--- src/rtl/dice_roll_ctrl.sv ---
// dice_roll_ctrl: push-button dice sequencer with roll, deceleration and latched result
module dice_roll_ctrl #(
    parameter int TICK_DIV = 4,
    parameter int N_DECEL  = 3
) (
    input  logic       clk,
    input  logic       rst,
    input  logic       boton,
    output logic [3:0] numero,
    output logic       rodando,
    output logic       listo
);
    localparam int DW = $clog2(TICK_DIV * (N_DECEL + 1)) + 1;
    localparam int SW = $clog2(N_DECEL + 1);
    typedef enum logic [1:0] {IDLE, ROLL, DECEL, SHOW} state_t;
    state_t state, state_n;
    logic [DW-1:0] divcnt, divcnt_n;
    logic [SW-1:0] step, step_n;
    logic [3:0] numero_n, numero_adv;
    logic boton_prev, press, tick_roll, tick_decel, last_step;
    assign press      = boton & ~boton_prev;
    assign numero_adv = (numero == 4'd6) ? 4'd1 : numero + 4'd1;
    assign tick_roll  = divcnt == DW'(TICK_DIV - 1);
    assign tick_decel = divcnt == DW'(TICK_DIV * (int'(step) + 2) - 1);
    assign last_step  = step == SW'(N_DECEL - 1);
    // next state and next datapath values; release in ROLL wins over a terminal tick
    always_comb begin
        state_n  = state;
        divcnt_n = divcnt;
        step_n   = step;
        numero_n = numero;
        case (state)
            IDLE: begin
                state_n  = press ? ROLL : IDLE;
                numero_n = press ? 4'd1 : numero;
                divcnt_n = '0;
            end
            ROLL: begin
                state_n  = boton ? ROLL : DECEL;
                step_n   = boton ? step : '0;
                numero_n = (boton && tick_roll) ? numero_adv : numero;
                divcnt_n = (!boton || tick_roll) ? '0 : divcnt + DW'(1);
            end
            DECEL: begin
                state_n  = (tick_decel && last_step) ? SHOW : DECEL;
                step_n   = tick_decel ? step + SW'(1) : step;
                numero_n = tick_decel ? numero_adv : numero;
                divcnt_n = tick_decel ? '0 : divcnt + DW'(1);
            end
            default: begin
                state_n  = press ? ROLL : SHOW;
                divcnt_n = '0;
            end
        endcase
    end
    // state and output registers; listo marks only the DECEL->SHOW edge
    always_ff @(posedge clk) begin
        if (rst) begin
            state      <= IDLE;
            numero     <= '0;
            divcnt     <= '0;
            step       <= '0;
            boton_prev <= 1'b0;
            rodando    <= 1'b0;
            listo      <= 1'b0;
        end else begin
            state      <= state_n;
            numero     <= numero_n;
            divcnt     <= divcnt_n;
            step       <= step_n;
            boton_prev <= boton;
            rodando    <= (state_n == ROLL) || (state_n == DECEL);
            listo      <= (state == DECEL) && (state_n == SHOW);
        end
    end
endmodule
--- config.mk ---
export PLATFORM = sky130hd
export DESIGN_NAME = dice_roll_ctrl
export DESIGN_NICKNAME = d
export VERILOG_FILES = /design/src/rtl/dice_roll_ctrl.sv
export SDC_FILE = /design/constraint.sdc
export NUM_CORES = 1
export LEC_CHECK = 0
export CAP_MARGIN = 5
export CORE_MARGIN = 5
export CORE_UTILIZATION = 27
export CTS_CLUSTER_SIZE = 12
export DETAILED_ROUTE_END_ITERATION = 6
export GPL_TIMING_DRIVEN = 0
export SYNTH_ARGS = -nofsm -noshare
export SYNTH_HDL_FRONTEND = slang
export SYNTH_SLANG_ARGS = --single-unit
--- constraint.sdc ---
create_clock -name clk -period 2.21 [get_ports clk]
set_clock_uncertainty 0.1 [all_clocks]
set_input_delay 0.663 -clock clk [delete_from_list [all_inputs] [get_ports clk]]
set_output_delay 0.663 -clock clk [all_outputs]
set_load 0.02 [all_outputs]
Yosys cells after proc, flatten, opt, wreduce, memory -nomap -nowiden
Cells that the tools add are included.
{"block": "classes", "n_addsub": 5, "eq_ne": 13, "muxes": 16, "bitwise_logic": 2, "n_reduce_logical": 11}
{"op": "two-way mux 4 bit", "count": 4}
{"op": "one-hot mux 4 bit (3 select lines)", "count": 1}
{"op": "two-way mux 5 bit", "count": 2}
{"op": "one-hot mux 5 bit (2 select lines)", "count": 1}
{"op": "== test 2 bit, second input constant", "count": 4}
{"op": "two-way mux 2 bit", "count": 4}
{"op": "!= test 2 bit, second input constant", "count": 4}
{"op": "one-hot mux 2 bit (3 select lines)", "count": 1}
{"op": "adder 5 x 1 -> 5 bit, second input constant", "count": 1}
{"op": "== test 5 x 2 -> 1 bit, second input constant", "count": 1}
{"op": "== test 5 bit", "count": 1}
{"op": "subtractor 5 x 1 -> 5 bit, second input constant", "count": 1}
{"op": "adder 4 x 1 -> 4 bit, second input constant", "count": 1}
{"op": "== test 2 x 1 -> 1 bit, second input constant", "count": 2}
{"op": "== test 4 x 3 -> 1 bit, second input constant", "count": 1}
{"op": "one-hot mux 2 bit (2 select lines)", "count": 1}
{"op": "AND reduction 4 bit", "count": 1}
{"op": "adder 2 x 2 -> 3 bit, second input constant", "count": 1}
{"op": "logical AND 1 bit", "count": 3}
{"op": "AND reduction 3 bit", "count": 1}
{"op": "nonzero test 3 bit", "count": 1}
{"op": "adder 2 x 1 -> 2 bit, second input constant", "count": 1}
{"op": "zero test 2 bit", "count": 1}
{"op": "logical OR 1 bit", "count": 2}
{"op": "other kinds (5)", "count": 6}
{"block": "word_totals", "ff_bits": 16, "output_inout_bits": 6, "wordCells": 54}

Depth between registers and ports, before layout
Gate-level depths: netlist of the first run.
{"block": "logic_depth", "word_depth": 8, "mapped_depth": 8, "depth_no_buf": 8}

Least setup slack after synthesis of the first run
No wires, ideal clock.
{"block": "synth_timing", "kind": "reg-to-reg", "from": "register step[0]", "to": "register rodando", "setup_time_ns": 0.128, "arrival_ns": 1.837, "t_required_ns": 1.982, "path_slack_ns": 0.145, "path_stages_with_launch": 9, "synth_period_minus_slack_ns": 2.065, "cell_sequence": "dfxtp_1 -> inv_1 -> ha_1 -> xnor2_1 -> nor4_1 -> nand3_1 -> nand3_1 -> ha_1 -> nor2b_1"}
{"block": "synth_via", "elab_chain_cells": 8, "word_cells_on_any_way": 10}
{"item": "start, declared", "line_no": "18", "rtl": "logic [SW-1:0] step, step_n;"}
{"item": "start signal, assigned", "line_no": "70", "rtl": "step <= step_n;"}
{"item": "adder 2 x 2 -> 3 bit", "line_no": "24", "rtl": "assign tick_decel = divcnt == DW'(TICK_DIV * (int'(step) + 2) - 1);"}
{"item": "subtractor 5 x 1 -> 5 bit", "line_no": "24"}
{"item": "== test 5 bit", "line_no": "24"}
{"item": "logical AND 1 bit *", "line_no": "45", "rtl": "state_n = (tick_decel && last_step) ? SHOW : DECEL;"}
{"item": "two-way mux 1 bit *", "line_no": "45"}
{"item": "one-hot mux 2 bit (3 select lines) *", "line_no": "32", "rtl": "case (state)"}
{"item": "named net state_n[0]", "line_no": "16", "rtl": "state_t state, state_n;"}
{"item": "== test 2 x 1 -> 1 bit / == test 2 bit (equally long branches)", "line_no": "72", "rtl": "rodando <= (state_n == ROLL) || (state_n == DECEL);"}
{"item": "logical OR 1 bit *", "line_no": "72"}
{"item": "end signal, assigned", "line_no": "72"}
{"item": "end, declared", "line_no": "10", "rtl": "output logic rodando,"}
Mark *: on every way through the listed nets, which the timed path passes. The rest lies on a longest branch.
A chain may end at the register's enable or synchronous reset.

Worst setup path in the final report of the first run
{"block": "layout_timing", "from": "register step[0]", "to": "register numero[2]"}
{"block": "layout_via", "elab_chain_cells": 5}
{"item": "adder 2 x 2 -> 3 bit", "line_no": "24"}
{"item": "subtractor 5 x 1 -> 5 bit", "line_no": "24"}
{"item": "== test 5 bit", "line_no": "24"}
{"item": "!= test 2 bit (no source line)"}
{"item": "AND reduction 4 bit (no source line)"}
{"item": "end signal, assigned", "line_no": "68", "rtl": "numero <= numero_n;"}
{"item": "end, declared", "line_no": "9", "rtl": "output logic [3:0] numero,"}
No other way between the ends.

==> metrics.md, run 1 <==
| Metric | Value |
|---|---|
| Htree depth | `1` |
| Final Cycle Share | `97.5%` |
| Seq/Total Area, Yosys | `33.7%` |
| Multi-input logic area | `621 sq um` |
| Area leader, netlist | `dfxtp_1` |
| I/O pins | `9` |
| # rows | `21` |
| Avg Inst Size Synth | `9.14 sq um` |
| Synth area leaders | `dfxtp_1 34%, ha_1 13%, nand3_1 3.7%` |
| Avg WL per Cell | `11.6 microns` |
| Yosys reg bits | `16` |
| Status | `finished, final reports clean` |
| Root Driver | `clkbuf_4` |
| Min-Delay Path Class | `reg -> reg` |
| Max Cap Viol | `0` |
| First-pass GRT wire length | `3260 microns` |
| Routed vias/inst | `4.83` |
| DRC viols | `0` |
| Gr usage total | `8.05%` |
| Final slew viol count | `0` |
| N_diodes | `0` |
| Category of the most critical setup path | `reg -> reg` |
| Initial core utilization | `28.3%` |
| Layout cells sized above 1 | `12.1%` |
| Post-synth cell types | `33` |
| GRT overflow | `0` |
| # clock sinks | `16` |
| Power share of the combinational group | `19.9%` |
| CP Max Fanout | `4` |
| Maximum vdd drop | `0.000221 V` |
| Area Growth Syn to Fin | `21.6%` |
| Placed Cells | `158` |
| Via count | `783` |
| Most used DFF post-synth | `dfxtp_1` |
| Switching part of the total power | `28.6%` |
| Clk slew on worst S/H paths | `90 ps` |
| Clock Path Buffers | `2` |
| Crit end category | `flip-flop` |
| Internal power | `0.000409 W` |
| Initial antenna violation count | `0` |
| Setup TNS | `0 ps` |
| Fmax | `464 MHz` |
| Chip width | `69.3 microns` |
| Placeable core area | `3360 sq um` |
| Final HPWL DP | `1420 microns` |
| RePlAce Congestion | `0.810` |
| CTS Hold Bufs | `0` |
| Min Tclk post-route | `2150 ps` |
| Critical Path RT | `2270 ps` |
| Metal2 WL | `794 microns` |
| Clock share of power | `26.7%` |
| CTS Buf Count | `3` |
| Worst slew pin tran | `631 ps` |
| Die height | `69.3 microns` |
| Register area | `322 sq um` |
| Largest net degree at the start of global routing | `11` |
| Commonest cells post-synth | `16 x dfxtp_1, 10 x ha_1, 9 x inv_1` |
| Post-DRT Antenna Nets | `0` |
| Clk Latency, worst-skew pair | `280 ps` |
| Number of standard cells in the final layout excluding fillers | `162` |
| Final setup fails | `0` |
| Flop pwr share | `53.4%` |
| Drt total wl | `1870 microns` |
| P_leak | `0.462 nW` |
| Pre-antenna DRT Iters | `4` |
| Fill cells | `369` |
| Post-synth EDFFs | `0` |
| Final nets | `131` |
| PD cells | `496 nW/um^2` |
| Setup repair after global routing missed its margin | `false` |
| Most frequent cell after synthesis | `dfxtp_1` |
| Starting DRT DRC Count | `15` |
| Port buffer count | `8` |
| Max-slew headroom | `57.6%` |
| Synthesized area | `951 sq um` |
| Ys Warns | `0` |
| Synth Instances | `104` |
| Final hold vios | `0` |
| Startpoint Class | `flip-flop` |
| Die area | `4810 sq um` |
| CTS tree | `done` |
| DR WL met3 | `65 microns` |
| Uppermost layer routed | `met4` |
| CP arrival | `2210 ps` |
| Share of async-settable or async-resettable flops after synthesis | `0%` |
| Vias in the first global route | `723` |
| Net switching power | `0.000164 W` |
| Mapped Nets | `117` |
| Synth top area share | `33.7%` |
| WL met1 | `982 microns` |
worst paths after layout:
check	from	to	slack (ps)	cells after the start
max reg2reg	step[0]	numero[2]	60	6
max	step[0]	numero[2]	60	6
min reg2reg	divcnt[0]	divcnt[0]	360	1
min	divcnt[0]	divcnt[0]	360	1
repair_timing:
item                       4_1_cts  5_1_grt
gates resized for setup          4        3
pin swaps                        1        2
setup endpoints to repair        2        7
setup buffers                    1        0
logic make-up after synthesis:
kind of cell,Yosys count,share of synthesized area [%]
AOI/OAI and AO/OA,21,18.7
xor gates and xnor gates,6,5.53
DFF,16,33.7
and+or+nand+nor,40,24.6
adders and majority gates,10,13.2
buffers and inverters,11,4.34
worst max-delay path, cell delays in order, from the launching register on:
cell,delay [ps]
dfxtp_2,380
inv_1,70
ha_1,330
xnor2_2,200
o41a_4,490
o41ai_2,340
a21oi_1,110
sequential cells by signal, indices dropped and copies added, names as in the netlist:
signal	cells
divcnt	5
step	2
numero	4
boton_prev	1
listo	1
rodando	1
state	2
through the flow:
stage               hold WS [ps]  util (%)  power (W)  area [sq um]  worst slack, ps
floorplan                    318         -   0.000392           951              145
global placement             332      32.4   0.000424          1090             -148
detailed placement           347      32.4   0.000425          1090             -174
CTS                          362      34.0   0.000581          1140             20.2
global route                 375      34.4   0.000611          1160             1.05
finish                       359      34.4   0.000573          1160             56.1
placed cells by master (no fill, tap or decap), drive strengths merged, types with 3 or more instances in the layout:
master         instances
nand3                  7
clkbuf                 5
nand2                  6
nor2b                  4
xnor2                  3
a21oi                  5
o21ai                  5
nor3                   3
xor2                   3
inv                    9
clkdlybuf4s50          6
nor2                   7
dfxtp                 16
nand4                  4
ha                    10
metal layers:
layer	global-route usage (%)	up-vias
li1	-	401
met1	10.6	366
met2	11.7	12
met3	2.46	4
met4	4.12	0
met5	0	-
layout make-up:
cell class | instances | share of cell area [%]
multi-input combinational | 77 | 53.7
buffer | 2 | 0.649
sequential | 16 | 27.8
tap | 46 | 4.98
inverter | 9 | 2.92
clock buffer | 3 | 1.95
timing repair buffer | 9 | 8.01
power groups by stage:
stage	sequential, W	combinational (W)	clock [W]
2_1_floorplan	0.000318	0.0000743	0
3_3_place_gp	0.000313	0.000112	0
3_5_place_dp	0.000312	0.000112	0
4_1_cts	0.000306	0.000115	0.000160
5_1_grt	0.000308	0.000125	0.000178
6_report	0.000306	0.000114	0.000153
No activity file was read; power rests on OpenSTA's default activity.
==> run 2: changes to the inputs <==
--- a/config.mk
+++ b/config.mk
@@ -7,7 +7,8 @@
 export LEC_CHECK = 0
 export CAP_MARGIN = 5
 export CORE_MARGIN = 5
-export CORE_UTILIZATION = 27
+export CORE_UTILIZATION = 31
+export CTS_BUF_LIST = sky130_fd_sc_hd__clkbuf_8 sky130_fd_sc_hd__clkbuf_16
 export CTS_CLUSTER_SIZE = 12
 export DETAILED_ROUTE_END_ITERATION = 6
 export GPL_TIMING_DRIVEN = 0
==> metrics.md, run 2 (synthesis results as in run 1) <==
| Metric | Value |
|---|---|
| Global Route met1 Usage | `12.2%` |
| Post-DRT Antenna Nets | `0` |
| Via count | `790` |
| Final HPWL DP | `1450 microns` |
| Chip width | `65.4 microns` |
| Worst slew pin tran | `443 ps` |
| Flop pwr share | `48.5%` |
| Busiest grt layer | `met2` |
| Max Cap Viol | `0` |
| Final Cycle Share | `95.9%` |
| Max-slew headroom | `70.2%` |
| Internal power | `0.000465 W` |
| DRC viols | `0` |
| Commonest non-fill, non-tap cell in the layout | `dfxtp_1` |
| Most used cell, CP | `nand3_1` |
| Routing usage on met2 | `17.1%` |
| Crit-path slowest cell | `nor4_2` |
| Min Tclk post-route | `2120 ps` |
| Category of the most critical setup path | `reg -> reg` |
| Largest register FFs | `5` |
| Root Driver | `clkbuf_8` |
| Starting DRT DRC Count | `6` |
| Fmax | `472 MHz` |
| Maximum vdd drop | `0.000346 V` |
| Clock share of power | `33.5%` |
| I/O pins | `9` |
| Largest net degree at the start of global routing | `11` |
| GRT met3 Usage | `3.42%` |
| P_leak | `0.441 nW` |
| Initial core utilization | `31.7%` |
| Most frequent cells in the layout | `15 x dfxtp_1, 9 x inv_1, 9 x ha_1` |
| CTS tree | `done` |
| R2r setup slk | `90 ps` |
| # rows | `20` |
| Final slew viol count | `0` |
| Vias in the first global route | `805` |
| Clk slew on worst S/H paths | `60 ps` |
| RePlAce Congestion | `0.804` |
| Status | `finished, final reports clean` |
| Layout cells sized above 1 | `14.5%` |
| CP top delay family | `simple AND/OR/NAND/NOR gates` |
| Pre-antenna DRT Iters | `4` |
| Buf/Inv on CP | `1` |
| Htree depth | `1` |
| Drt total wl | `1920 microns` |
| Biggest register | `divcnt` |
| Top Registers | `divcnt: 5 flops, numero: 4 flops` |
| Clk Latency, worst-skew pair | `240 ps` |
| Power share of the combinational group | `18.0%` |
| Area Growth Syn to Fin | `22.5%` |
| Port buffer count | `8` |
| Die area | `4280 sq um` |
| Critical Path RT | `2230 ps` |
| CP arrival | `2140 ps` |
| PD cells | `541 nW/um^2` |
| Startpoint Class | `flip-flop` |
| Final hold vios | `0` |
| Initial antenna violation count | `0` |
| CP Max Fanout | `4` |
| Routed vias/inst | `5.27` |
| Crit-path max cell delay | `400 ps` |
| CTS Buf Count | `3` |
| First-pass GRT wire length | `3510 microns` |
| Number of standard cells in the final layout excluding fillers | `150` |
| Die height | `65.4 microns` |
| Avg WL per Cell | `12.8 microns` |
| GRT overflow | `0` |
| Gr usage total | `10.1%` |
| Fill cells | `319` |
| CP Cell Sequence | `inv_1 > ha_4 > xnor2_2 > nor4_2 > nand3_1 > nand3_1 > ha_1 > nor2b_1` |
| N_diodes | `0` |
| # clock sinks | `16` |
| Crit end category | `flip-flop` |
| Pwr Total | `0.000630 W` |
| Final setup fails | `0` |
| Placed Cells | `145` |
| Clock Path Buffers | `2` |
| Final nets | `132` |
| Min-Delay Path Class | `reg -> reg` |
| Switching part of the total power | `26.1%` |
| Net switching power | `0.000165 W` |
| Placeable core area | `3000 sq um` |
run 2: cell count changes in the layout (fill, tap and decap cells not counted), sizes merged:
cell	previous run	this run
clkdlybuf4s50	6	8
buf	1	2
dlymetal6s2s	2	0
run 2: repair_timing:
item / 4_1_cts / 5_1_grt
hold buffers: 0 / 0
setup buffers: 0 / 2
endpoints found under the setup margin: 1 / 6
resized for setup: 1 / 5
pin swaps: 0 / 2
run 2: path summary, 6_finish.rpt:
kind                                 from        end  cells past startpoint
worst min register to register  divcnt[0]  divcnt[0]                      1
worst max register to register    step[0]    rodando                      8
worst min-delay path            divcnt[0]  divcnt[0]                      1
worst max-delay path              step[0]    rodando                      8
run 2: through the flow:
stage               instance area [sq um]  setup slack [ps]  util (%)  hold WS, ps  setup TNS (ps)
finish                               1160              90.0      38.8          346               0
global route                         1160             -19.2      38.8          396           -19.2
CTS                                  1120            -0.475      37.3          351          -0.475
detailed placement                   1070              -178      35.7          342            -566
global placement                     1070              -155      35.7          329            -387
floorplan                             951               145         -          318               0
run 2: power by group through the flow:
stage                     clock network (W)  registers (W)  logic [W]
after detailed placement                  0       0.000313   0.000112
after global routing               0.000233       0.000307   0.000126
after CTS                          0.000222       0.000307   0.000113
after floorplan                           0       0.000318  0.0000743
after global placement                    0       0.000313   0.000111
final                              0.000211       0.000306   0.000114
run 2: cell type report:
| type | count | area, sq um | area share, % |
|---|---|---|---|
| tap | 33 | 41.3 | 3.54 |
| clock buffer | 3 | 41.3 | 3.54 |
| buffer | 2 | 7.51 | 0.644 |
| multi-input combinational | 77 | 622 | 53.4 |
| sequential | 16 | 324 | 27.8 |
| timing repair buffer | 10 | 95.1 | 8.16 |
| inverter | 9 | 33.8 | 2.90 |
run 2: routing by layer:
layer | share of wire [%] | routed length, microns
met5 | 0 | 0
met4 | 1.0 | 20
met3 | 3.3 | 64
met2 | 48 | 924
met1 | 47 | 907
==> run 3: changes to the inputs <==
--- a/config.mk
+++ b/config.mk
@@ -5,6 +5,7 @@
 export SDC_FILE = /design/constraint.sdc
 export NUM_CORES = 1
 export LEC_CHECK = 0
+export ABC_AREA = 1
 export CAP_MARGIN = 5
 export CORE_MARGIN = 5
 export CORE_UTILIZATION = 31
@@ -12,6 +13,7 @@
 export CTS_CLUSTER_SIZE = 12
 export DETAILED_ROUTE_END_ITERATION = 6
 export GPL_TIMING_DRIVEN = 0
+export REMOVE_ABC_BUFFERS = 1
 export SYNTH_ARGS = -nofsm -noshare
 export SYNTH_HDL_FRONTEND = slang
 export SYNTH_SLANG_ARGS = --single-unit
==> metrics.md, run 3 <==
| Metric | Value |
|---|---|
| # clock sinks | `16` |
| Vias in the first global route | `846` |
| PD cells | `660 nW/um^2` |
| Final setup fails | `0` |
| Post-synth cell types | `24` |
| Die area | `4550 sq um` |
| Largest register FFs | `5` |
| Commonest cells post-synth | `26 x nand2_1, 23 x inv_1, 17 x nor2_1` |
| Port buffer count | `8` |
| CTS Buf Count | `3` |
| Most frequent cells in the layout | `26 x nand2_1, 23 x inv_1, 17 x nor2_1` |
| Avg WL per Cell | `9.34 microns` |
| Status | `finished, final reports clean` |
| Share of async-settable or async-resettable flops after synthesis | `0%` |
| Layout cells sized above 1 | `14.8%` |
| Synth top area share | `31.3%` |
| Worst Hold Slack | `354 ps` |
| Crit-path slowest cell | `clkdlybuf4s50_1` |
| CP Max Fanout | `6` |
| R2r setup slk | `260 ps` |
| Most used DFF post-synth | `dfxtp_1` |
| Worst slew pin tran | `426 ps` |
| Chip width | `67.4 microns` |
| Top Registers | `divcnt: 5 flops, numero: 4 flops` |
| Setup repair after global routing missed its margin | `false` |
| Yosys reg bits | `16` |
| Seq/Total Area, Yosys | `31.3%` |
| Synth area leaders | `dfxtp_1 31%, ha_1 12%, nand2_1 9.5%` |
| Clk Latency, worst-skew pair | `250 ps` |
| FF-to-FF Start | `step[0]` |
| Die height | `67.4 microns` |
| R2r endpoint | `rodando` |
| Htree depth | `1` |
| CP arrival | `1320 ps` |
| Biggest register | `divcnt` |
| Final nets | `163` |
| Min-Delay Path Class | `reg -> reg` |
| RePlAce Congestion | `0.896` |
| Ys Warns | `0` |
| Max Cap Viol | `0` |
| Placeable core area | `3100 sq um` |
| First-pass GRT wire length | `3420 microns` |
| Synthesized area | `1020 sq um` |
| Clock Path Buffers | `2` |
| Root Driver | `clkbuf_8` |
| CP Cell Sequence | `clkdlybuf4s50_1` |
| CTS Hold Bufs | `0` |
| Initial antenna violation count | `0` |
| Placed cell areas | `1140 sq um` |
| Initial core utilization | `32.9%` |
| Hold_sp | `divcnt[0]` |
| Hold Crit Endpoint | `divcnt[0]` |
| # rows | `20` |
| Critical Path RT | `1450 ps` |
| Drt total wl | `1800 microns` |
| Via count | `838` |
| Max-slew headroom | `71.6%` |
| N_diodes | `0` |
| Area leader, netlist | `dfxtp_1` |
| Post-synth EDFFs | `0` |
| Post-DRT Antenna Nets | `0` |
| I/O pins | `9` |
| Synth Instances | `139` |
| Most frequent cell after synthesis | `nand2_1` |
| Routed vias/inst | `4.34` |
| Worst-case reg-to-reg path depth | `13` |
| Startpoint Class | `flip-flop` |
| Largest net degree at the start of global routing | `10` |
| Setup TNS | `0 ps` |
| Gr usage total | `9.46%` |
| Pre-antenna DRT Iters | `4` |
| DRC viols | `0` |
| Category of the most critical setup path | `reg -> out` |
| CTS tree | `done` |
| Hold path cells | `1` |
| Buf/Inv on CP | `1` |
| Post-CTS Setup Inserts | `0` |
| Final slew viol count | `0` |
| Area Growth Syn to Fin | `17.0%` |
| Post-layout instance area | `1200 sq um` |
| Maximum vdd drop | `0.000337 V` |
| GRT overflow | `0` |
| Starting DRT DRC Count | `22` |
| Pwr Total | `0.000790 W` |
| CP top delay family | `buffers and inverters` |
| Resize count post-CTS | `0` |
| Crit end category | `output pin` |
| Commonest non-fill, non-tap cell in the layout | `nand2_1` |
| Final hold vios | `0` |
| P_leak | `0.562 nW` |
| Fmax | `481 MHz` |
| Avg Inst Size Synth | `7.35 sq um` |
| Final HPWL DP | `1420 microns` |
| Crit-path max cell delay | `650 ps` |
| Clk slew on worst S/H paths | `60 ps` |
| Min Tclk post-route | `2080 ps` |
| Final Cycle Share | `94.1%` |
## run 3: report_power, final
| part | internal (W) | leakage (nW) | total (W) | switching [W] |
|---|---|---|---|---|
| sequential | 0.000310 | 0.131 | 0.000333 | 0.0000223 |
| combinational | 0.0000837 | 0.403 | 0.000200 | 0.000116 |
| clock | 0.000158 | 0.0288 | 0.000258 | 0.0000997 |
## run 3: area by class of cell
class / instances / area [sq um]
timing repair buffer: 8 / 80.1
sequential: 16 / 320
clock buffer: 4 / 55.1
tap: 44 / 55.1
multi-input combinational: 95 / 588
inverter: 26 / 97.6
fill: 330 / 1910
## run 3: worst reg2reg max path, cell delays in order (launching register included)
cell	delay [ps]
dfxtp_1	420
inv_1	90
ha_1	310
inv_1	80
nand2_1	50
nand2_1	90
nor2_4	50
nand2_4	90
inv_2	40
nand3_1	90
nand2_1	70
ha_1	280
inv_1	50
nor2_1	30
## run 3: stage by stage
step	utilization (%)	cells	setup WS (ps)
floorplan	-	137	443
global placement	36.8	189	64.7
detailed placement	36.8	189	51.0
CTS	38.5	193	114
global route	38.5	193	72.2
finish	38.5	193	129
## run 3: how the worst max path moves through the flow
stage	start	end	slack, ps	cells past startpoint
after floorplan	step[0]	rodando	440	13
after global placement	boton	rodando	60	9
after detailed placement	boton	rodando	50	9
after CTS	numero[2]	numero[2]	110	1
after global routing	numero[2]	numero[2]	70	1
final	numero[2]	numero[2]	130	1
## run 3: cells by family after synthesis
logic type,synth area share (%)
buffers and inverters,11.1
AO/OA/AOI/OAI,7.96
adder cells (fa/ha/maj),12.2
AND/OR/NAND/NOR,33.9
flip-flops,31.3
XOR/XNOR,3.43
## run 3: metal layers
metal	routed length, microns	vias to the layer above	GRT usage, %
li1	-	444	-
met1	827	381	11.5
met4	22	0	4.30
met2	907	9	16.4
met3	44	4	1.33
met5	0	-	0
